<file path="config.mk">
export PLATFORM = sky130hd
export DESIGN_NAME = sol1_bus_target_flat
export DESIGN_NICKNAME = d
export VERILOG_FILES = /design/src/rtl/sol1_bus_target_if.sv /design/src/rtl/sol1_bus_target.sv /design/src/flat_wrapper.sv
export SDC_FILE = /design/constraint.sdc
export NUM_CORES = 2
export LEC_CHECK = 0
export ABC_CLOCK_PERIOD_IN_PS = 9700
export BUFFER_PORTS_ARGS = -buffer_cell sky130_fd_sc_hd__buf_2
export CAP_MARGIN = 20
export CORE_ASPECT_RATIO = 1.5
export CORE_MARGIN = 4
export CORE_UTILIZATION = 50
export DETAILED_ROUTE_END_ITERATION = 10
export PLACE_DENSITY_LB_ADDON = 0.05
export SLEW_MARGIN = 20
export SYNTH_ARGS = -nofsm -noshare
export SYNTH_HDL_FRONTEND = slang
export SYNTH_SLANG_ARGS = --single-unit
export TNS_END_PERCENT = 10
</file>
<file path="constraint.sdc">
create_clock -name clk -period 9.7 [get_ports clk]
set_input_delay 0.485 -clock clk [delete_from_list [all_inputs] [get_ports clk]]
set_output_delay 0.485 -clock clk [all_outputs]
set_load 0.005 [all_outputs]
</file>
<file path="src/rtl/sol1_bus_target_if.sv">
// rtl/sol1_bus_target_if.sv - CPU external bus signals seen by a memory/IO target
interface sol1_bus_target_if;
    logic [21:0] addr;
    logic [7:0]  data_out;
    logic        rd;
    logic        wr;
    logic        mem_io;
    logic [7:0]  data_in;
    logic        data_oe;
    logic        WAIT;

    modport master (
        output addr, data_out, rd, wr, mem_io,
        input  data_in, data_oe, WAIT
    );

    modport slave (
        input  addr, data_out, rd, wr, mem_io,
        output data_in, data_oe, WAIT
    );
endinterface

</file>
<file path="src/rtl/sol1_bus_target.sv">
// rtl/sol1_bus_target.sv - wait-stated byte RAM responder on the CPU bus
// SOL1_TGT_DOORBELL_EN: last offset of the window becomes an interrupt doorbell.
module sol1_bus_target #(
    parameter logic [21:0] BASE        = 22'h000000,
    parameter int          DEPTH       = 256,
    parameter int          WAIT_STATES = 2,
    parameter logic        MEM_IO_SEL  = 1'b0
) (
    input  logic               clk,
    input  logic               arst,
    sol1_bus_target_if.slave   bus,
    output logic               prot_err,
    output logic               irq_out
);
    localparam int          AW       = $clog2(DEPTH);
    localparam logic [22:0] LIMIT    = {1'b0, BASE} + 23'(DEPTH);
    localparam logic [3:0]  CNT_INIT = (WAIT_STATES > 0) ? 4'(WAIT_STATES - 1) : 4'd0;

    typedef enum logic [1:0] {IDLE, COUNT, DONE} state_t;

    state_t         state, state_d;
    logic [3:0]     cnt, cnt_d;
    logic           hit, strobe, accept, done_entry;
    logic [AW-1:0]  cur_off, off_q, off_d;
    logic           wr_q, wr_d;
    logic [7:0]     wdata_q, wdata_d;
    logic [7:0]     mem [DEPTH];

    assign hit     = (bus.mem_io == MEM_IO_SEL) && (bus.addr >= BASE) && ({1'b0, bus.addr} < LIMIT);
    assign strobe  = bus.rd ^ bus.wr;
    assign cur_off = AW'(bus.addr - BASE);

    // A simultaneous rd/wr never stalls the CPU; it only raises prot_err.
    assign bus.WAIT = hit && strobe && (state != DONE) && !(bus.rd && bus.wr);

    always_comb begin
        state_d    = state;
        cnt_d      = cnt;
        accept     = 1'b0;
        done_entry = 1'b0;
        case (state)
            IDLE: begin
                if (hit && strobe) begin
                    accept = 1'b1;
                    if (WAIT_STATES > 0) begin
                        state_d = COUNT;
                        cnt_d   = CNT_INIT;
                    end else begin
                        state_d    = DONE;
                        done_entry = 1'b1;
                    end
                end
            end
            COUNT: begin
                if (!hit || !strobe) begin
                    state_d = IDLE;
                    cnt_d   = 4'd0;
                end else if (cnt == 4'd0) begin
                    state_d    = DONE;
                    done_entry = 1'b1;
                end else begin
                    cnt_d = cnt - 4'd1;
                end
            end
            DONE: begin
                if (!strobe) begin
                    state_d = IDLE;
                end
            end
            default: state_d = IDLE;
        endcase
    end

    // With zero wait states DONE is entered straight from IDLE, so use live bus values.
    always_comb begin
        off_d   = off_q;
        wr_d    = wr_q;
        wdata_d = wdata_q;
        if (accept) begin
            off_d   = cur_off;
            wr_d    = bus.wr;
            wdata_d = bus.data_out;
        end
    end

    always_ff @(posedge clk) begin
        if (arst) begin
            state <= IDLE;
            cnt   <= 4'd0;
        end else begin
            state <= state_d;
            cnt   <= cnt_d;
        end
    end

    always_ff @(posedge clk) begin
        if (arst) begin
            off_q   <= '0;
            wr_q    <= 1'b0;
            wdata_q <= 8'h00;
        end else if (accept) begin
            off_q   <= off_d;
            wr_q    <= wr_d;
            wdata_q <= wdata_d;
        end
    end

    always_ff @(posedge clk) begin
        if (arst) begin
            bus.data_in <= 8'h00;
            bus.data_oe <= 1'b0;
        end else if (done_entry && !wr_d) begin
            bus.data_in <= mem[off_d];
            bus.data_oe <= 1'b1;
        end else if (state == DONE && !strobe) begin
            bus.data_in <= 8'h00;
            bus.data_oe <= 1'b0;
        end
    end

    // RAM contents survive reset; only the pending write is dropped.
    always_ff @(posedge clk) begin
        if (!arst && done_entry && wr_d) begin
            mem[off_d] <= wdata_d;
        end
    end

    always_ff @(posedge clk) begin
        if (arst) begin
            prot_err <= 1'b0;
        end else if (hit && bus.rd && bus.wr) begin
            prot_err <= 1'b1;
        end
    end

`ifdef SOL1_TGT_DOORBELL_EN
    localparam logic [AW-1:0] BELL_OFF = AW'(DEPTH - 1);

    logic irq_q;

    always_ff @(posedge clk) begin
        if (arst) begin
            irq_q <= 1'b0;
        end else if (done_entry && off_d == BELL_OFF) begin
            irq_q <= wr_d;
        end
    end

    assign irq_out = irq_q;
`else
    assign irq_out = 1'b0;
`endif
endmodule
</file>
<file path="src/flat_wrapper.sv">
// flat-port wrapper written by rule: the top's interface ports become plain ports
module sol1_bus_target_flat 
#(
    parameter logic [21:0] BASE        = 22'h000000,
    parameter int          DEPTH       = 256,
    parameter int          WAIT_STATES = 2,
    parameter logic        MEM_IO_SEL  = 1'b0
)
  (clk, arst, prot_err, irq_out, bus_addr, bus_data_out, bus_rd, bus_wr, bus_mem_io, bus_data_in, bus_data_oe, bus_WAIT);
  sol1_bus_target_if bus_i ();
  input  logic clk;
  input  logic arst;
  output logic prot_err;
  output logic irq_out;
  input wire logic [$bits(bus_i.addr)-1:0] bus_addr;
  input wire logic [$bits(bus_i.data_out)-1:0] bus_data_out;
  input wire logic [$bits(bus_i.rd)-1:0] bus_rd;
  input wire logic [$bits(bus_i.wr)-1:0] bus_wr;
  input wire logic [$bits(bus_i.mem_io)-1:0] bus_mem_io;
  output wire logic [$bits(bus_i.data_in)-1:0] bus_data_in;
  output wire logic [$bits(bus_i.data_oe)-1:0] bus_data_oe;
  output wire logic [$bits(bus_i.WAIT)-1:0] bus_WAIT;
  assign bus_i.addr = bus_addr;
  assign bus_i.data_out = bus_data_out;
  assign bus_i.rd = bus_rd;
  assign bus_i.wr = bus_wr;
  assign bus_i.mem_io = bus_mem_io;
  assign bus_data_in = bus_i.data_in;
  assign bus_data_oe = bus_i.data_oe;
  assign bus_WAIT = bus_i.WAIT;
  sol1_bus_target #(.BASE(BASE), .DEPTH(DEPTH), .WAIT_STATES(WAIT_STATES), .MEM_IO_SEL(MEM_IO_SEL)) u_core (.clk(clk), .arst(arst), .bus(bus_i), .prot_err(prot_err), .irq_out(irq_out));
endmodule
</file>
-- Word level (Yosys, flattened, before mapping)
Memory sizes are Yosys's and may differ from the RTL's.
Cells that the tools add are included.
- input bits: 35
- output and inout port bits: 12
- bits in latches: 0
- memory bits (writable): 2048
- word-level logic and storage cells: 68
- memories: 1
- register bits after elaboration: 33
- bits in read-only memories: 0
- memories (memory ; depth ; bits a word ; read ports ; clocked after memory_dff ; wr ports ; line ; RTL):
    u_core.mem ; 256 ; 8 ; 1 ; 0 ; 1 ; sol1_bus_target.sv:27 ; logic [7:0] mem [DEPTH];
- eq/ne operators: 7
- bitwise logic cells: 2
- muxes and demuxes: 23
- $add $sub $neg: 1
- magnitude comparators: 2
- divide/modulo/power cells: 0
- shift operators: 0
- reductions and logical operators: 24
- $mul: 0
- operators with widths (kind ; count):
    2-to-1 mux 8 bit ; 4
    >= comparator 22 x 1 -> 1 bit, second input constant ; 1
    less-than comparator 22 x 9 -> 1 bit, second input constant ; 1
    logical AND 1 bit ; 12
    2-to-1 mux 4 bit ; 3
    2-to-1 mux 1 bit ; 10
    2-to-1 mux 2 bit ; 4
    case mux 4 bit (2 select lines) ; 1
    case mux 2 bit (3 select lines) ; 1
    AND reduction 3 bit ; 2
    zero test 1 bit ; 5
    zero test 4 bit ; 1
    != test 2 bit, second input constant ; 2
    nonzero test 2 bit ; 2
    subtractor 4 x 1 -> 4 bit, second input constant ; 1
    != test 3 x 1 -> 1 bit, second input constant ; 1
    != test 3 x 2 -> 1 bit, second input constant ; 1
    == test 2 x 1 -> 1 bit, second input constant ; 1
    == test 2 bit, second input constant ; 1
    zero test 2 bit ; 1
    != test 2 x 1 -> 1 bit, second input constant ; 1
    logical OR 1 bit ; 1
    NOT 1 bit ; 1
    bitwise XOR 1 bit ; 1

-- Longest topological paths before layout
- depth in word-level cells: 11
- depth in mapped cells: 14

-- Least setup slack after synthesis
OpenSTA, ideal clock, no wires.
- path type: in2reg
- start: in bus_wr
- end: mem u_core.mem[0][6] (data pin)
- arrival time: 5.098 ns
- cell stages on the path: 8
- required time: 8.878 ns
- setup slack: 3.780 ns
- buffers on the path: 4
- library setup time: 0.822 ns
- cell sequence: ha_1 > clkbuf_1 > nand3_1 > buf_2 > clkbuf_1 > buf_1 > nand2_1 > nand2_1
- cells in the longest elaborated chain, start to end: 5
- RTL lines (item ; line ; RTL):
    start, declared ; flat_wrapper.sv:18 ; input wire logic [$bits(bus_i.wr)-1:0] bus_wr;
    bitwise XOR 1 bit ; sol1_bus_target.sv:30 ; assign strobe = bus.rd ^ bus.wr;
    logical AND 1 bit ; sol1_bus_target.sv:43 ; if (hit && strobe) begin
    2-to-1 mux 1 bit ; sol1_bus_target.sv:43 ;
    2-to-1 mux 1 bit ; sol1_bus_target.sv:41 ; case (state)
    2-to-1 mux 8 bit ; sol1_bus_target.sv:79 ; if (accept) begin
    via u_core.wdata_d[6] ; sol1_bus_target.sv:26 ; logic [7:0] wdata_q, wdata_d;
    end, declared ; sol1_bus_target.sv:27 ;
The timed path passes the listed nets, and every way through them passes these cells.

-- Worst setup path in the final report
- start: in bus_rd
- end: reg u_core.bus.data_in[6]
- cells in the longest elaborated chain, start to end: 8
- elaborated cells on any way between the ends: 16
- classes of those cells: mux (7); bitwise (1); reduce/logical (7); memory (1)
- RTL lines (item ; line ; RTL):
    start, declared ; flat_wrapper.sv:17 ; input wire logic [$bits(bus_i.rd)-1:0] bus_rd;
    bitwise XOR 1 bit (*) ; sol1_bus_target.sv:30 ;
    branches (longest 7 deep; another with memory read (256 x 8 bit)) ; n/a ;
    end signal, assigned ; sol1_bus_target.sv:113 ; bus.data_in <= mem[off_d];
    end, declared ; sol1_bus_target_if.sv:19 ; output data_in, data_oe, WAIT
Mark *: on every way between the ends.
A chain may end at the register's enable or synchronous reset.

==> reports/metrics.cfg <==
[worst_setup_path]
cp.required_ps = 10440
worst-path-buf-inv = 5
cpPeakStageDelay_ps = 1210
worstSetupPathType = in -> reg
cpMostUsedCell = buf_4
ff2ff_setup_slack_ps = 3630
r2r-start = u_core.state[1]
startpoint_type = primary input
cp_slowest_cell = nor4_1
worstPathArrival_ps = 6900
path_delay_family = compound AO/OA/AOI/OAI gates
path_max_fanout = 82
reg2reg_depth = 12
crit_path_end_kind = register
timing.rr.end = u_core.bus.data_in[6]
critical_path.cell_chain = dlygate4sd3_1, buf_2, ha_1, nand2_1, buf_4, o211ai_1, buf_12, buf_4, a21oi_1, o41ai_1, a41oi_1, nor4_1, o221ai_1, o21ai_0

[floorplanning]
die_h_um = 501.9
coreArea_sq_um = 161900
io_pins = 47
die_w_um = 337.3
rows = 181
die_area_sq_um = 169300
floorplan.initialDensity_pct = 50.22

[place]
placed_area_sq_um = 83810
io_buffers = 45
pre_cts_ws_ps = 3311
gp_congestion = 0.8447
place_hpwl_um = 148600

[timing]
setup_ws_ps = 3537
timing.fmax_mhz = 162.2
whs_ps = 82.31
rsz0062_at_grt = no
max-slew-margin-rel_pct = 10.30
worst_pin_slew_ps = 1333
hold_violations = 0
fin_skew_ps = 32.74
slew_viol_final = 0
fin_crit_sh_pct = 63.54
layout_min_cycle_time_ps = 6163
setup_tns_ps = 0
finalSetupViolations = 0

[yosys]
avgSynthCellArea_sq_um = 14.61
synthAdderAreaFrac_pct = 0.04616
synth_xor_area_share_pct = 0.03231
ys_top_cells_by_count = edfxtp_1, a21oi_1, o41ai_1
synth_top_family_by_area = compound AO/OA/AOI/OAI gates
synthCells = 5566
async_flop_share_pct = 0
yosysTopAreaCellShare_pct = 75.63
ys_seq_area_share_pct = 76.44
synthMuxAreaShare_pct = 0.1416
synth.most_common_cell = edfxtp_1
synth_nets = 5604
syn_area_sq_um = 81310
yosys-top-cells-area = edfxtp_1, a21oi_1, o41ai_1
yosysTopAreaCell = edfxtp_1
yosys_warnings = 0
synth_compound_area_share_pct = 18.37
synth-seq-cells = 2081
synth_cell_type_count = 49
yosys_most_used_dff = edfxtp_1
synth-edff-count = 2048
yosys.area_share.simple_pct = 2.305

[job]
cap_violations = 0

[run_status]
status = completed

[routing]
wl_per_cell_um = 34.74
viasPerCell = 6.771
ant_nets = 0
num_vias = 52130
drc_errors = 0
dr.pass1.iters = 6
drt_wl_total_um = 267500
drtIter0Drc = 5704

[global_routing]
grt_pass1_wl_um = 379800
groute.usage.overall_pct = 31.26
antenna_found_initial = 6
grt_max_degree = 177
grt_pass1_vias = 50520
overflow = 0

[finish]
layout-drive-gt1-share_pct = 9.032
fin_nets = 5478
syn_to_final_growth_pct = 10.69
fin_area_sq_um = 90010
n_fill_cell = 12900

[cts]
clk_latency_ps = 830
numCtsBuffers = 189
clkTransAtPathRegs_ps = 60
cts_tree = built
cts_setup_buffers = 0
cts_max_level = 4
cts.sinks = 2081
clockBufferDepth = 3
cts-root-buf = clkbuf_16

[hold_path]
hold_path_depth = 3
holdPathEnd = u_core.wr_q
holdCritPathClass = in -> reg
min_from = bus_wr

[pwr]
power.density_nw_per_um2 = 190.4
peakVddDrop_v = 0.0001577
leakage_uw = 0.03334

-- state kept, by name (all words and copies together), names as in the netlist --
name	cells
u_core.off_q	8
u_core.prot_err	1
u_core.mem	2048
u_core.cnt	4
u_core.wr_q	1
u_core.bus.data_oe	1
u_core.wdata_q	8
u_core.bus.data_in	8
u_core.state	2
-- cell families (layout without fill, tap and decap cells) --
family                   after synthesis  count (layout)
other                                  1               5
buffers and inverters                522             547
flip-flops                          2081            2081
multiplexers                          11              11
AO/OA/AOI/OAI                       2498            2498
XOR/XNOR                               3               3
adder cells (fa/ha/maj)                3               3
AND/OR/NAND/NOR                      447             447
-- worst max-delay path by stage --
stage	startpoint	to	slack, ps	cells past startpoint
global route	bus_rd	u_core.bus.data_in[5]	3550	14
CTS	bus_rd	u_core.bus.data_in[0]	3670	14
floorplan	bus_wr	u_core.mem[0][6]	3780	8
finish	bus_rd	u_core.bus.data_in[6]	3540	14
detailed placement	bus_addr[13]	u_core.bus.data_in[0]	3310	13
global placement	bus_addr[13]	u_core.bus.data_in[6]	3100	13
-- layer usage --
metal / wire length, um / track usage [%] / up-vias
met1: 99680 / 39.63 / 26840
met3: 18730 / 4.792 / 550
li1: - / - / 22290
met4: 15840 / 16.11 / 2
met2: 133200 / 52.32 / 2453
met5: 11 / 0 / -
-- timing repair --
action	4_1_cts	5_1_grt
hold endpoints to repair	17	0
gates resized for setup	0	0
hold buffers	18	0
-- worst reg2reg max path: cells and delay by family, from the launching register on --
family	cells	cell delay [ps]
DFF	1	410
AOI/OAI and AO/OA	6	2630
and+or+nand+nor	3	1630
buffers and inverters	3	1320
-- stage by stage --
stage	util, %	total power (uW)	cells
global placement	51.71	9932	7331
detailed placement	51.76	9932	7335
floorplan	-	9917	5566
finish	55.58	17140	7699
CTS	55.57	17210	7695
global route	55.58	17570	7697
-- power breakdown --
part           switching (uW)  internal [uW]  total (uW)
combinational            15.5           12.6        28.1
sequential            0.00167           9720        9720
clock                    3280           4120        7390
-- cell usage in the layout, fill, tap and decap left out, drive strengths merged, types with 76 or more instances in the layout --
| cell type | count |
|---|---|
| o21ai | 121 |
| nor2 | 278 |
| a21oi | 1550 |
| edfxtp | 2048 |
| o41ai | 389 |
| clkbuf | 238 |
| buf | 180 |
| a41oi | 104 |
| clkinv | 76 |
| nand2 | 95 |
| o22ai | 264 |
-- layout make-up --
type	instances	area, sq um	share of cell area (%)
diodes	4	10.01	0.01112
clock buffers	238	5030	5.588
clock inverters	104	962.2	1.069
inverters	7	26.28	0.02919
multi-input cells	2963	17330	19.25
flip-flops and latches	2081	62160	69.06
well taps	2104	2633	2.925
repair buffers	198	1856	2.062
No activity file was read; power rests on OpenSTA's default activity.
